<file path="src/rtl/alu_bist_pkg.sv">
// Shared definitions for the ALU built-in self-test: MISR polynomial,
// default seed and the controller state encoding.
package alu_bist_pkg;

  // x^16 + x^12 + x^3 + x + 1
  localparam logic [15:0] POLY         = 16'h100B;
  localparam logic [15:0] DEFAULT_SEED = 16'hFFFF;

  typedef enum logic {
    IDLE,
    RUN
  } state_t;

endpackage

</file>
<file path="src/rtl/alu_bist_misr.sv">
// Multiple-input signature register that compresses one ALU response per
// enabled cycle; load restarts it from the seed.
module alu_bist_misr
  import alu_bist_pkg::*;
#(
  parameter int               SIG_W = 16,
  parameter logic [SIG_W-1:0] SEED  = SIG_W'(DEFAULT_SEED)
) (
  input  logic             clk,
  input  logic             rst_n,
  input  logic             load,
  input  logic             enable,
  input  logic [SIG_W-1:0] data_in,
  output logic [SIG_W-1:0] sig_out
);

  localparam logic [SIG_W-1:0] POLY_W = SIG_W'(POLY);

  always_ff @(posedge clk or negedge rst_n) begin
    if (!rst_n) begin
      sig_out <= SEED;
    end else if (load) begin
      sig_out <= SEED;
    end else if (enable) begin
      sig_out <= {sig_out[SIG_W-2:0], 1'b0} ^ (sig_out[SIG_W-1] ? POLY_W : '0) ^ data_in;
    end
  end

endmodule

</file>
<file path="src/rtl/alu_bist.sv">
// ALU self-test controller: sweeps every op/carry/operand combination once,
// folds the ALU responses into a MISR and compares the result to a golden value.
module alu_bist
  import alu_bist_pkg::*;
#(
  parameter int               WIDTH = 4,
  parameter int               SIG_W = 16,
  parameter logic [SIG_W-1:0] SEED  = SIG_W'(DEFAULT_SEED)
) (
  input  logic             clk,
  input  logic             rst_n,
  input  logic             start,
  input  logic [SIG_W-1:0] expected_sig,
  output logic [2:0]       alu_op,
  output logic             alu_in_c,
  output logic [WIDTH-1:0] alu_in_x,
  output logic [WIDTH-1:0] alu_in_y,
  input  logic [WIDTH-1:0] alu_out_s,
  input  logic             alu_out_c,
  input  logic             alu_zero,
  input  logic             alu_overflow,
  output logic             busy,
  output logic             done,
  output logic             pass,
  output logic [SIG_W-1:0] signature
);

  localparam int               N      = 4 + 2 * WIDTH;
  localparam logic [N-1:0]     CNT_ONE = {{(N - 1){1'b0}}, 1'b1};
  localparam logic [SIG_W-1:0] POLY_W = SIG_W'(POLY);

  state_t           state, state_next;
  logic [N-1:0]     cnt;
  logic             run_start;
  logic             last_vec;
  logic [WIDTH+2:0] resp;
  logic [SIG_W-1:0] resp_ext;
  logic [SIG_W-1:0] misr_next;

  assign last_vec = (cnt == '1);
  assign resp     = {alu_zero, alu_overflow, alu_out_c, alu_out_s};
  assign resp_ext = SIG_W'(resp);

  // Value the MISR takes at this edge; needed to judge pass on the final vector.
  assign misr_next = {signature[SIG_W-2:0], 1'b0} ^ (signature[SIG_W-1] ? POLY_W : '0) ^ resp_ext;

  always_ff @(posedge clk or negedge rst_n) begin
    if (!rst_n) begin
      state <= IDLE;
    end else begin
      state <= state_next;
    end
  end

  always_comb begin
    state_next = state;
    run_start  = 1'b0;
    busy       = 1'b0;
    alu_op     = '0;
    alu_in_c   = 1'b0;
    alu_in_x   = '0;
    alu_in_y   = '0;
    case (state)
      IDLE: begin
        if (start) begin
          state_next = RUN;
          run_start  = 1'b1;
        end
      end
      RUN: begin
        busy     = 1'b1;
        alu_op   = cnt[N-1:N-3];
        alu_in_c = cnt[2*WIDTH];
        alu_in_x = cnt[2*WIDTH-1:WIDTH];
        alu_in_y = cnt[WIDTH-1:0];
        if (last_vec) begin
          state_next = IDLE;
        end
      end
    endcase
  end

  // Counter wraps to zero on the last vector, leaving it ready for the next run.
  always_ff @(posedge clk or negedge rst_n) begin
    if (!rst_n) begin
      cnt  <= '0;
      done <= 1'b0;
      pass <= 1'b0;
    end else begin
      done <= 1'b0;
      if (run_start) begin
        cnt  <= '0;
        pass <= 1'b0;
      end else if (state == RUN) begin
        cnt <= cnt + CNT_ONE;
        if (last_vec) begin
          done <= 1'b1;
          pass <= (misr_next == expected_sig);
        end
      end
    end
  end

  alu_bist_misr #(
    .SIG_W (SIG_W),
    .SEED  (SEED)
  ) u_misr (
    .clk     (clk),
    .rst_n   (rst_n),
    .load    (run_start),
    .enable  (state == RUN),
    .data_in (resp_ext),
    .sig_out (signature)
  );

endmodule

</file>
<file path="config.mk">
export PLATFORM = sky130hd
export DESIGN_NAME = alu_bist
export DESIGN_NICKNAME = d
export VERILOG_FILES = /design/src/rtl/alu_bist_pkg.sv /design/src/rtl/alu_bist_misr.sv /design/src/rtl/alu_bist.sv
export SDC_FILE = /design/constraint.sdc
export NUM_CORES = 1
export LEC_CHECK = 0
export BUFFER_PORTS_ARGS = -buffer_cell sky130_fd_sc_hd__buf_2
export CORE_AREA = 2 2 60 62
export DETAILED_ROUTE_END_ITERATION = 6
export DIE_AREA = 0 0 62 64
export PLACE_DENSITY = 0.85
export SETUP_SLACK_MARGIN = 0.15
export SLEW_MARGIN = 20
export SYNTH_ARGS = -nofsm -noshare
export SYNTH_HDL_FRONTEND = slang
export SYNTH_SLANG_ARGS = --single-unit
</file>
<file path="constraint.sdc">
create_clock -name clk -period 3.1 [get_ports clk]
set_clock_uncertainty 0.05 [all_clocks]
set_input_delay 0.31 -clock clk [delete_from_list [all_inputs] [get_ports clk]]
set_output_delay 0.31 -clock clk [all_outputs]
set_load 0.01 [all_outputs]
</file>
==> flow_summary.ini, run 1 <==
[power]
p_sw_mw = 0.764
ir_worst_vdd_uv = 429
pwr_density_cell_mw_per_mm2 = 938
seqPwrFrac = 0.463
intPower_mw = 1.16
p_comb_frac = 0.421
power.leakage_nw = 0.921
swShare = 0.397
clockPowerShare = 0.116

[clock_network]
clock_latency_ns = 0.33
cts_tree = yes
ctsResizeCount = 0
cts_root_buf = clkbuf_4
clkTransAtPathRegs_ns = 0.10
cts.sinks = 31
postCtsHoldBufs = 1
ctsLongestPathBuffers = 2
htreeDepth = 2
cts_made_buffers = 5
postCtsSetupBuffers = 0

[sta]
tightest_slew_ns = 0.664
fin_crit_ns = 2.05
final_max_slew_viol_count = 0
rsz0062_at_grt = false
setup_tns_ns = 0
fin_ws_ns = 1.05
slew_headroom = 0.557
fin_crit_sh = 0.660
final-setup-viol-count = 0
max_freq_mhz = 488
hold_viol_final = 0

[yosys]
synth_top_area_frac = 0.249
syn_avg_cell_area_um2 = 9.22
synth-edff-count = 0
yosys_register_bits = 31
synthTopCellsByArea = dfstp_2, dfrtp_1, xnor2_1, xor2_1, and2_1
synthCells = 183
syn_area_mm2 = 0.00169
ys.flop_type = dfstp_2
yosysUniqueCellTypes = 27
yosysSeqAreaShare = 0.472
ys_async_sr_fraction = 1.00
synthesis.nets = 210
synth_area_leader_cell = dfstp_2
ys_warn_count = 0

[detailed_routing]
drc = 0
firstDrtPassIters = 4
drt_iter0_markers = 55
viasPerCell = 5.04
num_vias = 1435
antenna_left = 0
wirelength_mm = 3.54
wl_per_cell_um = 12.4

[setup_path]
crit_cells = 3
worstSetupEndpointType = output port
cp-startpoint = state
path_buf_inv = 2
critPathTopFamily = flip-flops
cp-start-kind = flip-flop
r2r_setup_slack_ns = 1.40
r2r_end = pass
crit_type = reg2out
r2r_start = state
worstPathArrival_ns = 1.69
reg2regPathDepth = 4
path_cells = buf_4 -> and2_1 -> buf_2
slowest_stage = dfrtp_1
cp_max_fo = 41
slowest_delay_ns = 0.61
worstPathRequired_ns = 2.74

[hold_path]
min_from = alu_out_s[0]
holdPathStages = 3
hold_end = u_misr.sig_out[0]
hold_class = in2reg

[layout]
antenna_cells = 0
drive_gt1_frac = 0.347
nNetsFinal = 265
nFillCells = 301
syn_to_final_growth_pct = 21.7

[place]
dp_hpwl_mm = 2.53
io_buffers = 56
gp_congestion = 0.754
place_ws_ns = 1.41

[floorplan]
die_h_um = 64
die_w_um = 62
die-area_mm2 = 0.00397
fp-row-count = 21
io_pins = 57
placeableCoreArea_mm2 = 0.00328
start_util = 0.514

[job]
cap_violations = 0

[grt]
overflow = 0
grt_max_degree = 42
grt_pass1_wl_mm = 5.62
grt_pass1_vias = 1289
grt_antenna_before_repair = 0
grt_util_all_layers = 0.191

[outcome]
status = completed
-- final cells by class --
cell class	instances	area (um^2)	share of cell area
Inverter	2	7.51	0.00366
Sequential cell	31	796	0.388
Timing Repair Buffer	58	298	0.145
Tap cell	46	57.6	0.0280
Clock buffer	7	45.0	0.0220
Clock inverter	1	5.00	0.00244
Multi-Input combinational cell	140	843	0.411
-- metal layers --
metal | share of wire | vias up | global-route usage
met1 | 0.45 | 669 | 0.235
met3 | 0.045 | 5 | 0.0506
met4 | 0.014 | 0 | 0.0771
met5 | 0 | - | 0
li1 | - | 727 | -
met2 | 0.49 | 34 | 0.307
-- cell families after synthesis --
kind of cell	Yosys count	share of synthesized area
fa+ha+maj	1	0.00742
mux	2	0.0119
simple gates	80	0.238
buf+inv	12	0.0282
xor+xnor	29	0.151
compound gates	28	0.0920
flops	31	0.472
-- Yosys cell counts, types with 2 or more instances --
| master | count |
|---|---|
| buf_2 | 2 |
| dfrtp_1 | 15 |
| mux2i_1 | 2 |
| a21oi_1 | 8 |
| nand3_1 | 13 |
| dfstp_2 | 16 |
| and3_1 | 2 |
| nand2_1 | 18 |
| clkbuf_1 | 6 |
| nor3_1 | 9 |
| nand2b_1 | 6 |
| nor2_1 | 14 |
| xor2_1 | 8 |
| buf_1 | 2 |
| nand4_1 | 4 |
| o21ai_0 | 13 |
| and2_1 | 11 |
| xnor2_1 | 21 |
| o21ai_1 | 5 |
-- worst register-to-register path, cell delays in order, from the launching register on --
cell      delay [ns]
dfrtp_1         0.61
buf_4           0.40
nand2b_1        0.36
nand3_1         0.14
o31ai_2         0.07
-- stage by stage --
step,utilization,hold slack [ns],power (mW),cell area [um^2],instances
global route,0.625,0.228,2.09,2050,285
global placement,0.606,0.328,1.69,1990,276
detailed placement,0.606,0.331,1.71,1990,276
floorplan,-,-0.0356,1.41,1690,183
CTS,0.625,0.213,1.94,2050,285
finish,0.625,0.218,1.93,2050,285
-- cells in the final DEF (no fill, tap or decap), types with 2 or more instances in the layout --
| master | instances |
|---|---|
| and2_1 | 11 |
| xnor2_1 | 21 |
| nand2b_1 | 6 |
| and3_1 | 2 |
| xor2_1 | 8 |
| nor3_1 | 9 |
| buf_2 | 56 |
| o21ai_0 | 13 |
| nor2_1 | 14 |
| nand2_1 | 18 |
| clkbuf_1 | 2 |
| dfstp_2 | 16 |
| mux2i_1 | 2 |
| a21oi_1 | 8 |
| dfrtp_1 | 15 |
| nand3_1 | 13 |
| nand4_1 | 4 |
| o21ai_1 | 5 |
| clkbuf_4 | 5 |
-- flip-flops by register name, indices dropped and copies added (netlist names) --
| signal | flops |
|---|---|
| u_misr.sig_out | 16 |
| cnt | 12 |
| done | 1 |
| pass | 1 |
| state | 1 |
-- worst max-delay path by stage --
stage / to / slack (ns)
floorplan: pass / 1.52
global placement: alu_in_y[1] / 1.47
detailed placement: cnt[5] / 1.41
CTS: alu_in_y[1] / 1.05
global route: alu_in_y[1] / 0.90
finish: alu_in_y[1] / 1.05
-- power by group through the flow --
stage	clock [mW]	sequential, mW	combinational (mW)
6_report	0.224	0.891	0.810
5_1_grt	0.249	0.926	0.915
4_1_cts	0.230	0.890	0.825
3_5_place_dp	0	0.894	0.820
3_3_place_gp	0	0.889	0.801
2_1_floorplan	0	0.888	0.519
(Power assumes the default switching activity.)
==> run 2: changes to the inputs <==
--- a/config.mk
+++ b/config.mk
@@ -6,10 +6,10 @@
 export NUM_CORES = 1
 export LEC_CHECK = 0
 export BUFFER_PORTS_ARGS = -buffer_cell sky130_fd_sc_hd__buf_2
-export CORE_AREA = 2 2 60 62
+export CORE_AREA = 2 2 62 64
 export DETAILED_ROUTE_END_ITERATION = 6
-export DIE_AREA = 0 0 62 64
-export PLACE_DENSITY = 0.85
+export DIE_AREA = 0 0 64 66
+export PLACE_DENSITY = 0.8
 export SETUP_SLACK_MARGIN = 0.15
 export SLEW_MARGIN = 20
 export SYNTH_ARGS = -nofsm -noshare
==> constraint.sdc (replaced) <==
create_clock -name clk -period 2.06 [get_ports clk]
set_clock_uncertainty 0.05 [all_clocks]
set_input_delay 0.206 -clock clk [delete_from_list [all_inputs] [get_ports clk]]
set_output_delay 0.206 -clock clk [all_outputs]
set_load 0.01 [all_outputs]
==> run 2 against run 1 <==
Net effect: utilization shrank 3.9 points; sequential share of layout area shrank 0.54 points; critical path depth is the same; power grew 53%; combinational power grew 49%.
==> flow_summary.ini, run 2 (synthesized netlist as in run 1, its figures left out) <==
[outcome]
status = completed

[layout]
antenna_cells = 0
syn_to_final_growth_pct = 23.4
layout_common_cells = buf_2, xnor2_1, nand2_1
fin_util = 0.586
fin_area_mm2 = 0.00208
top_regs = u_misr.sig_out (16), cnt (12)
nNetsFinal = 266
max_flop_register = u_misr.sig_out
final_cells = 288
final_common_cell = buf_2
drive_gt1_frac = 0.354
largest_reg_flops = 16

[sta]
fin_hold_ws_ns = 0.108
hold_viol_final = 0
final-setup-viol-count = 0
slew_headroom = 0.560
max_freq_mhz = 572
rsz0062_at_grt = false
final_max_slew_viol_count = 0
fin_crit_sh = 0.849
tightest_slew_ns = 0.659
fin_crit_ns = 1.75
setup_tns_ns = 0

[job]
cap_violations = 0

[detailed_routing]
antenna_left = 0
viasPerCell = 5.01
num_vias = 1443
firstDrtPassIters = 4
drc = 0
wirelength_mm = 3.52
wl_per_cell_um = 12.2
drt_iter0_markers = 53

[clock_network]
htreeDepth = 2
cts_made_buffers = 5
cts_root_buf = clkbuf_4
ctsResizeCount = 0
ctsLongestPathBuffers = 2
cts.sinks = 31
clkTransAtPathRegs_ns = 0.10
clock_latency_ns = 0.33
cts_tree = yes

[setup_path]
crit_type = reg2out
slowest_delay_ns = 0.52
path_buf_inv = 2
cp_max_fo = 33
worstSetupEndpointType = output port
worstPathRequired_ns = 1.80
path_cells = buf_4 -> and2_1 -> buf_2
worstPathArrival_ns = 1.49
cp-start-kind = flip-flop
slowest_stage = dfrtp_1
critPathTopFamily = flip-flops

[place]
post_dp_cell_area_mm2 = 0.00200
io_buffers = 56
dp_cells = 279
dp_hpwl_mm = 2.55
gp_congestion = 0.746

[grt]
met1_usage = 0.236
grt_antenna_before_repair = 0
overflow = 0
grt_pass1_vias = 1324
met2_usage = 0.296
grt_util_all_layers = 0.183
grt_pass1_wl_mm = 5.94
grt.met3_usage = 0.0392
grt_max_degree = 34
busiest_layer = met2

[power]
p_comb_frac = 0.410
clockPowerShare = 0.136
p_sw_mw = 1.13
seqPwrFrac = 0.453
pwr_density_cell_mw_per_mm2 = 1410
intPower_mw = 1.82
power.leakage_nw = 0.935
ir_worst_vdd_uv = 583
swShare = 0.383

[floorplan]
io_pins = 57
placeableCoreArea_mm2 = 0.00355
die_w_um = 64
start_util = 0.475
die-area_mm2 = 0.00422
fp-row-count = 22
die_h_um = 66

[hold_path]
hold_class = in2reg
==> run 2: cell types whose count changed in the layout (fill, tap and decap cells not counted) <==
cell      delta
clkinv_2     -1
buf_4        +1
clkbuf_1     -1
clkbuf_8     +2
==> run 2: final timing paths <==
kind / slack [ns] / end / startpoint / depth (start not counted)
max: 0.31 / alu_op[0] / state / 3
min: 0.11 / u_misr.sig_out[0] / alu_out_s[0] / 3
max reg2reg: 0.41 / pass / u_misr.sig_out[11] / 5
min reg2reg: 0.45 / cnt[8] / cnt[8] / 1
max in group asynchronous: 1.14 / cnt[4] / rst_n / 2
min in group asynchronous: 0.38 / cnt[7] / rst_n / 2
==> run 2: area by class of cell <==
cell class              count  area (um^2)
flip-flops and latches     31          796
well taps                  48         60.1
repair buffers             59          305
clock buffers               8         68.8
multi-input cells         140          843
inverters                   2         7.51
fillers                   317         1470
==> run 2: metal layers <==
metal,share of wire,up-vias
li1,-,728
met1,0.45,666
met2,0.48,43
met3,0.055,6
met4,0.015,0
met5,0,-
==> run 2: power groups by stage <==
stage | Clock, mW | Sequential [mW] | Combinational [mW]
after floorplan | 0 | 1.34 | 0.781
after global routing | 0.443 | 1.39 | 1.36
final | 0.402 | 1.33 | 1.21
after detailed placement | 0 | 1.34 | 1.22
after CTS | 0.410 | 1.34 | 1.23
after global placement | 0 | 1.34 | 1.20
==> run 2: worst min-delay path, cell delays in order <==
cell and delay (ns):
buf_2 0.10, xnor2_1 0.11, a21oi_1 0.06
==> run 2: through the flow <==
step	setup WS, ns	total power, mW
2_1_floorplan	0.483	2.12
3_3_place_gp	0.462	2.54
3_5_place_dp	0.406	2.56
4_1_cts	0.308	2.97
5_1_grt	0.152	3.19
6_report	0.311	2.94
==> run 2: what timing repair did <==
| action | 4_1_cts | 5_1_grt |
|---|---|---|
| buffers inserted | 0 | 0 |
| hold buffers | 1 | 0 |
| hold endpoints to repair | 15 | 0 |
==> run 3: changes to the inputs <==
==> constraint.sdc (replaced) <==
create_clock -name clk -period 1.7 [get_ports clk]
set_clock_uncertainty 0.05 [all_clocks]
set_input_delay 0.17 -clock clk [delete_from_list [all_inputs] [get_ports clk]]
set_output_delay 0.17 -clock clk [all_outputs]
set_load 0.01 [all_outputs]
==> run 3 against run 2 <==
Net effect: clock power rose by 54%; final cell count increased by 1.0%; first-iteration DRC count up 13%; clock-buffer cell count shrank 2; largest power group unchanged.
==> flow_summary.ini, run 3 (synthesized netlist as in run 1, its figures left out) <==
[layout]
antenna_cells = 0
nNetsFinal = 269
max_flop_register = u_misr.sig_out
largest_reg_flops = 16
layout_common_cells = buf_2, xnor2_1, nand2_1
syn_to_final_growth_pct = 28.9
final_common_cell = buf_2
top_regs = u_misr.sig_out (16), cnt (12)
drive_gt1_frac = 0.387

[setup_path]
crit_type = reg2reg
cp-start-kind = flip-flop
slowest_stage = dfstp_2
critPathTopFamily = flip-flops
reg2regPathDepth = 5
path_cells = xor2_2 -> xor2_1 -> and3_1 -> nor2_1 -> o31ai_2
slowest_delay_ns = 0.58
worstPathRequired_ns = 1.91
path_buf_inv = 0
r2r_start = u_misr.sig_out[0]
worstPathArrival_ns = 1.77
cp_max_fo = 3
crit_cells = 5
cp-startpoint = u_misr.sig_out[0]
worstSetupEndpointType = flip-flop

[place]
dp_hpwl_mm = 2.52
io_buffers = 56
gp_congestion = 0.726

[sta]
setup_tns_ns = 0
final-setup-viol-count = 0
rsz0062_at_grt = true
tightest_slew_ns = 0.684
fin_crit_sh = 0.913
slew_headroom = 0.544
final_max_slew_viol_count = 0
fin_crit_ns = 1.55
max_freq_mhz = 644
hold_viol_final = 0

[grt]
grt_pass1_wl_mm = 5.92
grt_antenna_before_repair = 0
grt_pass1_vias = 1330
grt_max_degree = 56
grt_util_all_layers = 0.186
overflow = 0

[floorplan]
placeableCoreArea_mm2 = 0.00355
start_util = 0.475
die_w_um = 64
fp-row-count = 22
die_h_um = 66
io_pins = 57
die-area_mm2 = 0.00422

[hold_path]
hold_class = in2reg
holdPathStages = 3
min_from = alu_out_s[0]

[clock_network]
cts_made_buffers = 5
ctsLongestPathBuffers = 2
cts.sinks = 31
htreeDepth = 2
clkTransAtPathRegs_ns = 0.10
cts_root_buf = clkbuf_4
clock_latency_ns = 0.35
cts_tree = yes

[power]
power.leakage_nw = 0.978
finalPower_mw = 3.77
ir_worst_vdd_uv = 798
pwr_density_cell_mw_per_mm2 = 1730

[detailed_routing]
viasPerCell = 5.09
antenna_left = 0
drc = 0
wirelength_mm = 3.78
firstDrtPassIters = 4
num_vias = 1482
wl_per_cell_um = 13.0
drt_iter0_markers = 60

[job]
cap_violations = 0

[outcome]
status = completed
## run 3: area by class of cell
cell class,instances,area [um^2]
Clock inverter,2,35.0
Inverter,2,7.51
Sequential cell,31,797
Fill cell,281,1380
Clock buffer,6,51.3
Tap cell,48,60.1
Multi-Input combinational cell,140,866
Timing Repair Buffer,62,358
## run 3: report_power, final
group,switching (mW),total [mW],internal (mW)
clock,0.273,0.620,0.347
sequential,0.399,1.61,1.21
combinational,0.762,1.54,0.780
## run 3: worst paths after layout
check	end	slack (ns)
hold reg to reg	cnt[8]	0.45
max in group asynchronous	state	0.79
setup / recovery	pass	0.15
setup reg to reg	pass	0.15
hold / removal	u_misr.sig_out[0]	0.05
min in group asynchronous	cnt[7]	0.33
## run 3: stage by stage
step                cell area [um^2]  hold slack (ns)  cells  setup slack, ns   util
floorplan                       1690           -0.176    183            0.158      -
global placement                2020            0.193    280            0.164  0.569
detailed placement              2020            0.202    280           0.0963  0.569
CTS                             2130           0.0517    290            0.127  0.601
global route                    2170           0.0939    291           0.0722  0.612
finish                          2170           0.0493    291            0.147  0.612
## run 3: repair_timing
| action | 4_1_cts | 5_1_grt |
|---|---|---|
| pin swaps | 2 | 1 |
| hold buffers | 1 | 0 |
| buffers inserted | 1 | 0 |
| resized for setup | 1 | 4 |
| hold endpoints to repair | 15 | 0 |
| gates cloned | 0 | 1 |
| setup endpoints to repair | 1 | 12 |
## run 3: metal layers
metal / wire length (um) / share of wire / global-route usage / vias to the layer above
met3: 200 / 0.053 / 0.0426 / 8
met4: 80 / 0.021 / 0.106 / 0
met5: 0 / 0 / 0 / -
met2: 1820 / 0.48 / 0.298 / 43
met1: 1680 / 0.44 / 0.231 / 699
li1: - / - / - / 732
## run 3: worst register-to-register path: cells and delay by family, from the launching register on
kind	cells	cell delay (ns)
flip-flops	1	0.58
XOR/XNOR	2	0.41
AND/OR/NAND/NOR	2	0.22
AO/OA/AOI/OAI	1	0.21
